**config.mk**
```make
export PLATFORM = sky130hd
export DESIGN_NAME = register_file
export DESIGN_NICKNAME = d
export VERILOG_FILES = /design/src/rtl/register_file_pkg.sv /design/src/rtl/register_read_port.sv /design/src/rtl/register_file.sv
export SDC_FILE = /design/constraint.sdc
export NUM_CORES = 1
export LEC_CHECK = 0
export ABC_AREA = 1
export CAP_MARGIN = 5
export CORE_MARGIN = 2
export CORE_UTILIZATION = 46
export DETAILED_ROUTE_END_ITERATION = 16
export PLACE_DENSITY_LB_ADDON = 0.25
export SKIP_LAST_GASP = 1
export SLEW_MARGIN = 10
export SYNTH_ARGS = -nofsm -noshare
export SYNTH_HDL_FRONTEND = slang
export SYNTH_SLANG_ARGS = --single-unit
```
**constraint.sdc**
```tcl
create_clock -name clock -period 1.7 [get_ports clock]
set_input_delay 0.34 -clock clock [delete_from_list [all_inputs] [get_ports clock]]
set_output_delay 0.34 -clock clock [all_outputs]
set_load 0.01 [all_outputs]
```
**src/rtl/register_file_pkg.sv**
```systemverilog
// Shared constants for the register file: default geometry and the register
// numbers the CPU control logic refers to by name.
package register_file_pkg;

    localparam int unsigned DefaultWidth = 8;
    localparam int unsigned DefaultDepth = 4;

    localparam int unsigned RegZero = 0;
    localparam int unsigned RegAcc  = 1;
    localparam int unsigned RegTmp  = 2;
    localparam int unsigned RegLink = 3;

endpackage

```
**src/rtl/register_read_port.sv**
```systemverilog
// One registered read port: address decode, out-of-range zeroing, optional
// write-to-read forwarding and the clock-enabled output register.
module register_read_port #(
    parameter int unsigned WIDTH    = 8,
    parameter int unsigned DEPTH    = 4,
    parameter int unsigned ADDR_W   = $clog2(DEPTH),
    parameter bit          BYPASS   = 1'b1,
    parameter bit          ZERO_REG = 1'b0
) (
    input  logic              clock_i,
    input  logic              clear_i,
    input  logic              read_enable_i,
    input  logic [ADDR_W-1:0] read_address_i,
    input  logic [WIDTH-1:0]  regs_i [DEPTH],
    input  logic              write_valid_i,
    input  logic [ADDR_W-1:0] write_address_i,
    input  logic [WIDTH-1:0]  write_data_i,
    output logic [WIDTH-1:0]  q_o
);

    logic [WIDTH-1:0] q_d, q_q;

    always_comb begin
        q_d = q_q;
        if (read_enable_i) begin
            // Unmatched (out-of-range) addresses fall through to zero.
            q_d = '0;
            for (int unsigned i = 0; i < DEPTH; i++) begin
                if (read_address_i == ADDR_W'(i) && !(ZERO_REG && i == 0)) begin
                    q_d = regs_i[i];
                end
            end
            // write_valid_i already excludes out-of-range and hardwired-zero targets.
            if (BYPASS && write_valid_i && write_address_i == read_address_i) begin
                q_d = write_data_i;
            end
        end
    end

    always_ff @(posedge clock_i or posedge clear_i) begin
        if (clear_i) begin
            q_q <= '0;
        end else begin
            q_q <= q_d;
        end
    end

    assign q_o = q_q;

endmodule

```
**src/rtl/register_file.sv**
```systemverilog
// Parameterised register file with one write port and two registered read
// ports; asynchronous clear wipes storage and outputs.
module register_file
    import register_file_pkg::*;
#(
    parameter int unsigned WIDTH    = DefaultWidth,
    parameter int unsigned DEPTH    = DefaultDepth,
    parameter int unsigned ADDR_W   = $clog2(DEPTH),
    parameter bit          BYPASS   = 1'b1,
    parameter bit          ZERO_REG = 1'b0
) (
    input  logic              clock,
    input  logic              input_clear,
    input  logic              input_write_enable,
    input  logic [ADDR_W-1:0] input_write_address,
    input  logic [WIDTH-1:0]  input_d,
    input  logic              input_read_enable,
    input  logic [ADDR_W-1:0] input_read_address_a,
    input  logic [ADDR_W-1:0] input_read_address_b,
    output logic [WIDTH-1:0]  output_q_a,
    output logic [WIDTH-1:0]  output_q_b
);

    logic [WIDTH-1:0] regs_d [DEPTH];
    logic [WIDTH-1:0] regs_q [DEPTH];
    logic             write_valid;

    always_comb begin
        write_valid = 1'b0;
        for (int unsigned i = 0; i < DEPTH; i++) begin
            if (input_write_address == ADDR_W'(i)) begin
                write_valid = input_write_enable;
            end
        end
        if (ZERO_REG && input_write_address == '0) begin
            write_valid = 1'b0;
        end
    end

    always_comb begin
        regs_d = regs_q;
        for (int unsigned i = 0; i < DEPTH; i++) begin
            if (write_valid && input_write_address == ADDR_W'(i)) begin
                regs_d[i] = input_d;
            end
        end
    end

    always_ff @(posedge clock or posedge input_clear) begin
        if (input_clear) begin
            regs_q <= '{default: '0};
        end else begin
            regs_q <= regs_d;
        end
    end

    register_read_port #(
        .WIDTH   (WIDTH),
        .DEPTH   (DEPTH),
        .ADDR_W  (ADDR_W),
        .BYPASS  (BYPASS),
        .ZERO_REG(ZERO_REG)
    ) u_port_a (
        .clock_i        (clock),
        .clear_i        (input_clear),
        .read_enable_i  (input_read_enable),
        .read_address_i (input_read_address_a),
        .regs_i         (regs_q),
        .write_valid_i  (write_valid),
        .write_address_i(input_write_address),
        .write_data_i   (input_d),
        .q_o            (output_q_a)
    );

    register_read_port #(
        .WIDTH   (WIDTH),
        .DEPTH   (DEPTH),
        .ADDR_W  (ADDR_W),
        .BYPASS  (BYPASS),
        .ZERO_REG(ZERO_REG)
    ) u_port_b (
        .clock_i        (clock),
        .clear_i        (input_clear),
        .read_enable_i  (input_read_enable),
        .read_address_i (input_read_address_b),
        .regs_i         (regs_q),
        .write_valid_i  (write_valid),
        .write_address_i(input_write_address),
        .write_data_i   (input_d),
        .q_o            (output_q_b)
    );

endmodule

```
Yosys cells after proc, flatten, opt, wreduce, memory -nomap -nowiden
Cells that the tools add are included.

operators by class
  equality and inequality tests = 11
  reduce and logical (&&, ||, !) cells = 9
  muxes and demuxes = 14

operator list
  cell                  number
  $mux W8               10
  $eq A2 B2 Y1 const B  6
  $eq A2 B1 Y1 const B  3
  $logic_and A1 B1 Y1   6
  $logic_not A2 Y1      3
  $eq A2 B2 Y1          2
  $mux W1               4

word-level totals
  input port bits = 18
  bits in registers = 48
  word-level logic and storage cells = 40

Longest topological paths before layout
  depth in word-level cells = 7
  gate-level depth with buffers = 9
  gate-level depth less buffers = 9

Hierarchy
Synthesis repeated with hierarchy kept, for this count alone.

unflattened totals
  cells, all modules = 373
  area, all modules = 2869.0 um^2

modules (own cells, without submodules)
  module              cells an instance  sequential area each (um^2)  instances  area each (um^2)
  register_read_port  114                200.2                        2          726.9
  register_file       145                800.8                        1          1415.1

Worst setup path before layout
No wires, ideal clock.

  kind = input to register
  start = input port input_write_address[0]
  end = register u_port_a.q_q[7], in the netlist u_port_a.q_o[7]
  stages = 7
  path buffers = 1
  setup slack = 462 ps
  arrival time = 1122 ps
  library setup time = 116 ps
  path through = buf_6 xnor2_2 nand3_1 nand2_1 clkinv_1 nand2_1 nand2_1

between the ends
  cells in the longest elaborated chain, start to end = 7

ends and longest elaborated chain
  element                RTL line                  source
  from (decl)            register_file.sv:15       input logic [ADDR_W-1:0] input_write_address,
  $logic_not A2 Y1       register_file.sv:31       if (input_write_address == ADDR_W'(i)) begin
  $mux W1 (4 in a row)   register_file.sv:31
  $logic_and A1 B1 Y1 *  register_read_port.sv:34  if (BYPASS && write_valid_i && write_address_i == read_address_i) begin
  $mux W8 *              register_read_port.sv:34
  to (signal assigned)   register_read_port.sv:44  q_q <= q_d;
  to (decl)              register_read_port.sv:21  logic [WIDTH-1:0] q_d, q_q;

Mark *: on every way between the ends. The rest lies on a longest branch, timed or not.
A chain may end at the register's enable or synchronous reset.

Worst setup path in the final report
  start = input port input_read_address_b[0]
  end = register u_port_b.q_q[2], in the netlist u_port_b.q_o[2]

between the ends
  cells in the longest elaborated chain, start to end = 6

ends and longest elaborated chain
  element               RTL line                  source
  from (decl)           register_file.sv:19       input logic [ADDR_W-1:0] input_read_address_b,
  $logic_not A2 Y1      register_read_port.sv:29  if (read_address_i == ADDR_W'(i) && !(ZERO_REG && i == 0)) begin
  $mux W8 (4 in a row)  register_read_port.sv:29
  $mux W8 *             register_read_port.sv:34
  to (signal assigned)  register_read_port.sv:44
  to (decl)             register_read_port.sv:21

Marks and branches as above.

==> results.md <==
- Tcrit/Tclk final: 0.951
- Final Hold Vio Count: 0
- Crit-path max FO: 9
- Synth Instances: 349
- Layout cells sized above 1: 0.0973
- Routability cong.: 0.912
- Critical Path Start Type: primary input
- Initial Util: 0.468
- Ant. Diodes: 0
- PD cells: 904 nW/um^2
- CP most frequent cell: nand2_1
- CTS H-tree lvls: 2
- Total global-route track usage: 0.233
- Synth warn: 0
- Core Box Area: 5440 sq um
- Synth Register Bits: 48
- Port Buffer Count: 33
- Clk root buf: clkbuf_8
- Predominant post-synthesis flop cell: dfrtp_1
- Chip height: 78.4 microns
- Cells along the critical path: clkdlybuf4s50_1 -> xnor2_2 -> nand2_4 -> nand2_1 -> nand3_1 -> nand2_1
- TritonCTS Sinks: 48
- Crit path buf inv count: 1
- Hold buffer count at CTS: 0
- Post-synth EDFFs: 0
- First drt pass iteration count: 6
- Die width: 78.4 microns
- First-pass GRT wire length: 11.1 mm
- Met3 Track Usage GR: 0.0425
- Nets: 418
- Slew Limit Fails: 0
- Largest net degree at the start of global routing: 49
- Crit path DAT: 1860 ps
- Worst skew pair latency: 300 ps
- Vias in the first global route: 2,306
- CTS clock-pin slew for the worst setup and hold paths: 80 ps
- Slowest cell delay on critical path: 560 ps
- Synth area leader: dfrtp_1
- Met2 Usage GRT: 0.381
- Pre-CTS WS: -186 ps
- Total die area: 6140 sq um
- Synthesized area: 2540 sq um
- CP endpoint kind: register
- Worst min-delay path class: in2async
- Clock Path Buffers: 2
- Least-Margin Pin Slew: 560 ps
- DP HPWL: 4.87 mm
- CP delay by family, top: buffers and inverters
- Max VDD drop: 581 uV
- Max_cap viols: 0
- Cell variety after synth: 16
- Largest cells by area after synthesis: dfrtp_1 (47%), nand2_1 (20%), nand3_1 (13%), o21ai_0 (9.2%), inv_1 (3.7%)
- Top Usage Layer GRT: met2
- DRC viols: 0
- Final TNS setup: 0 ps
- RSZ-0062 raised after global routing: yes
- Synth top area share: 0.472
- Final WS setup: 84.0 ps
- FP Rows: 27
- Mean post-synth cell area: 7.29 sq um
- Most numerous cell in the Yosys netlist: nand2_1
- Worst Setup Path Type: in2reg
- Top post-synthesis cells by count: nand2_1 (134), nand3_1 (66), dfrtp_1 (48)
- Grt ovf: 0
- WL/cell: 13.6 microns
- Run status: finished clean
- Final min period: 1620 ps
- Routed Wire Length: 6.46 mm
- Layout Utilization: 0.591
- Async SR Flop Fraction: 1.00
- Area grow syn2layout: 26.3%
- Slowest stage cell, crit path: clkdlybuf4s50_1
- Lkg Pwr: 1.62 nW
- Slew headroom: 0.625
- TritonCTS clock tree: yes
- Starting DRT DRC Count: 234
- Initial antenna violation count: 0
- Minimum hold slack: 400 ps
- Post_cts resized: 0
- Final setup skew: 7.09 ps
- Io pins: 34
- Maximum clock rate: 0.619 GHz
- Via Count: 2,501
- Vias per inst: 5.29
- Crit path required time: 1940 ps
- Post-synthesis sequential area ratio: 0.472
- Post-synthesis net count: 367
- # setup viols final: 0
- Routed Antenna Nets: 0
- Met1 usage: 0.309
- CTS buffer count: 5
- Post-CTS Setup Bufs: 0
==> cell type report <==
type	count	area, sq um
repair buffers	57	548
fillers	506	2230
multi-input cells	262	1190
flip-flops and latches	48	1200
clock buffers	8	90.1
well taps	72	90.1
inverters	26	97.6
==> flip-flops by register name (all words and copies together), names as in the netlist <==
register and cells:
u_port_a.q_o 8, u_port_b.q_o 8, regs_q 32
==> through the flow <==
| step | std cells | power, W | area, sq um |
|---|---|---|---|
| after floorplan | 349 | 0.00187 | 2540 |
| after global placement | 465 | 0.00222 | 3120 |
| after detailed placement | 465 | 0.00224 | 3120 |
| after CTS | 473 | 0.00293 | 3210 |
| after global routing | 473 | 0.00310 | 3210 |
| final | 473 | 0.00291 | 3210 |
==> report_power, final <==
group	switching [W]	leakage (nW)	internal [W]	total [W]
Combinational	0.000403	0.973	0.000352	0.000754
Sequential	0.000135	0.599	0.00133	0.00146
Clock	0.000358	0.0455	0.000332	0.000690
Total	0.000896	1.62	0.00201	0.00291
==> cell usage in the layout, fill, tap and decap left out, drive strengths merged <==
master	instances
nand2	136
nand3	66
dfrtp	48
o21ai	48
clkdlybuf4s50	33
inv	25
buf	24
nor2	10
clkbuf	8
xnor2	2
clkinv	1
==> worst paths after layout <==
kind | slack [ps] | start | cells after the start | end
max | 80 | input_read_address_b[0] | 6 | u_port_b.q_o[2]$_DFFE_PP0P_
min | 400 | input_clear | 3 | regs_q[30]$_DFFE_PP0P_
max reg2reg | 660 | regs_q[8]$_DFFE_PP0P_ | 6 | u_port_a.q_o[0]$_DFFE_PP0P_
min reg2reg | 480 | u_port_a.q_o[3]$_DFFE_PP0P_ | 2 | u_port_a.q_o[3]$_DFFE_PP0P_
max in group asynchronous | 1080 | input_clear | 3 | regs_q[26]$_DFFE_PP0P_
min in group clock | 480 | u_port_a.q_o[3]$_DFFE_PP0P_ | 2 | u_port_a.q_o[3]$_DFFE_PP0P_
==> logic make-up (layout without fill, tap and decap cells) <==
kind of cell | after synthesis | count (layout) | share of synthesized area
flip-flops | 48 | 48 | 0.472
buffers and inverters | 39 | 91 | 0.0629
XOR/XNOR | 2 | 2 | 0.0128
AO/OA/AOI/OAI | 48 | 48 | 0.0944
AND/OR/NAND/NOR | 212 | 212 | 0.358
==> metal layers <==
layer,up-vias,part of all wire
met4,0,0.025
met3,13,0.054
li1,1231,-
met5,-,0
met2,88,0.48
met1,1169,0.44
==> tightest hold or removal path, delay by kind of cell <==
family,cells,cell delay [ps]
buf+inv,3,740
Power figures use the tool's default switching activity.
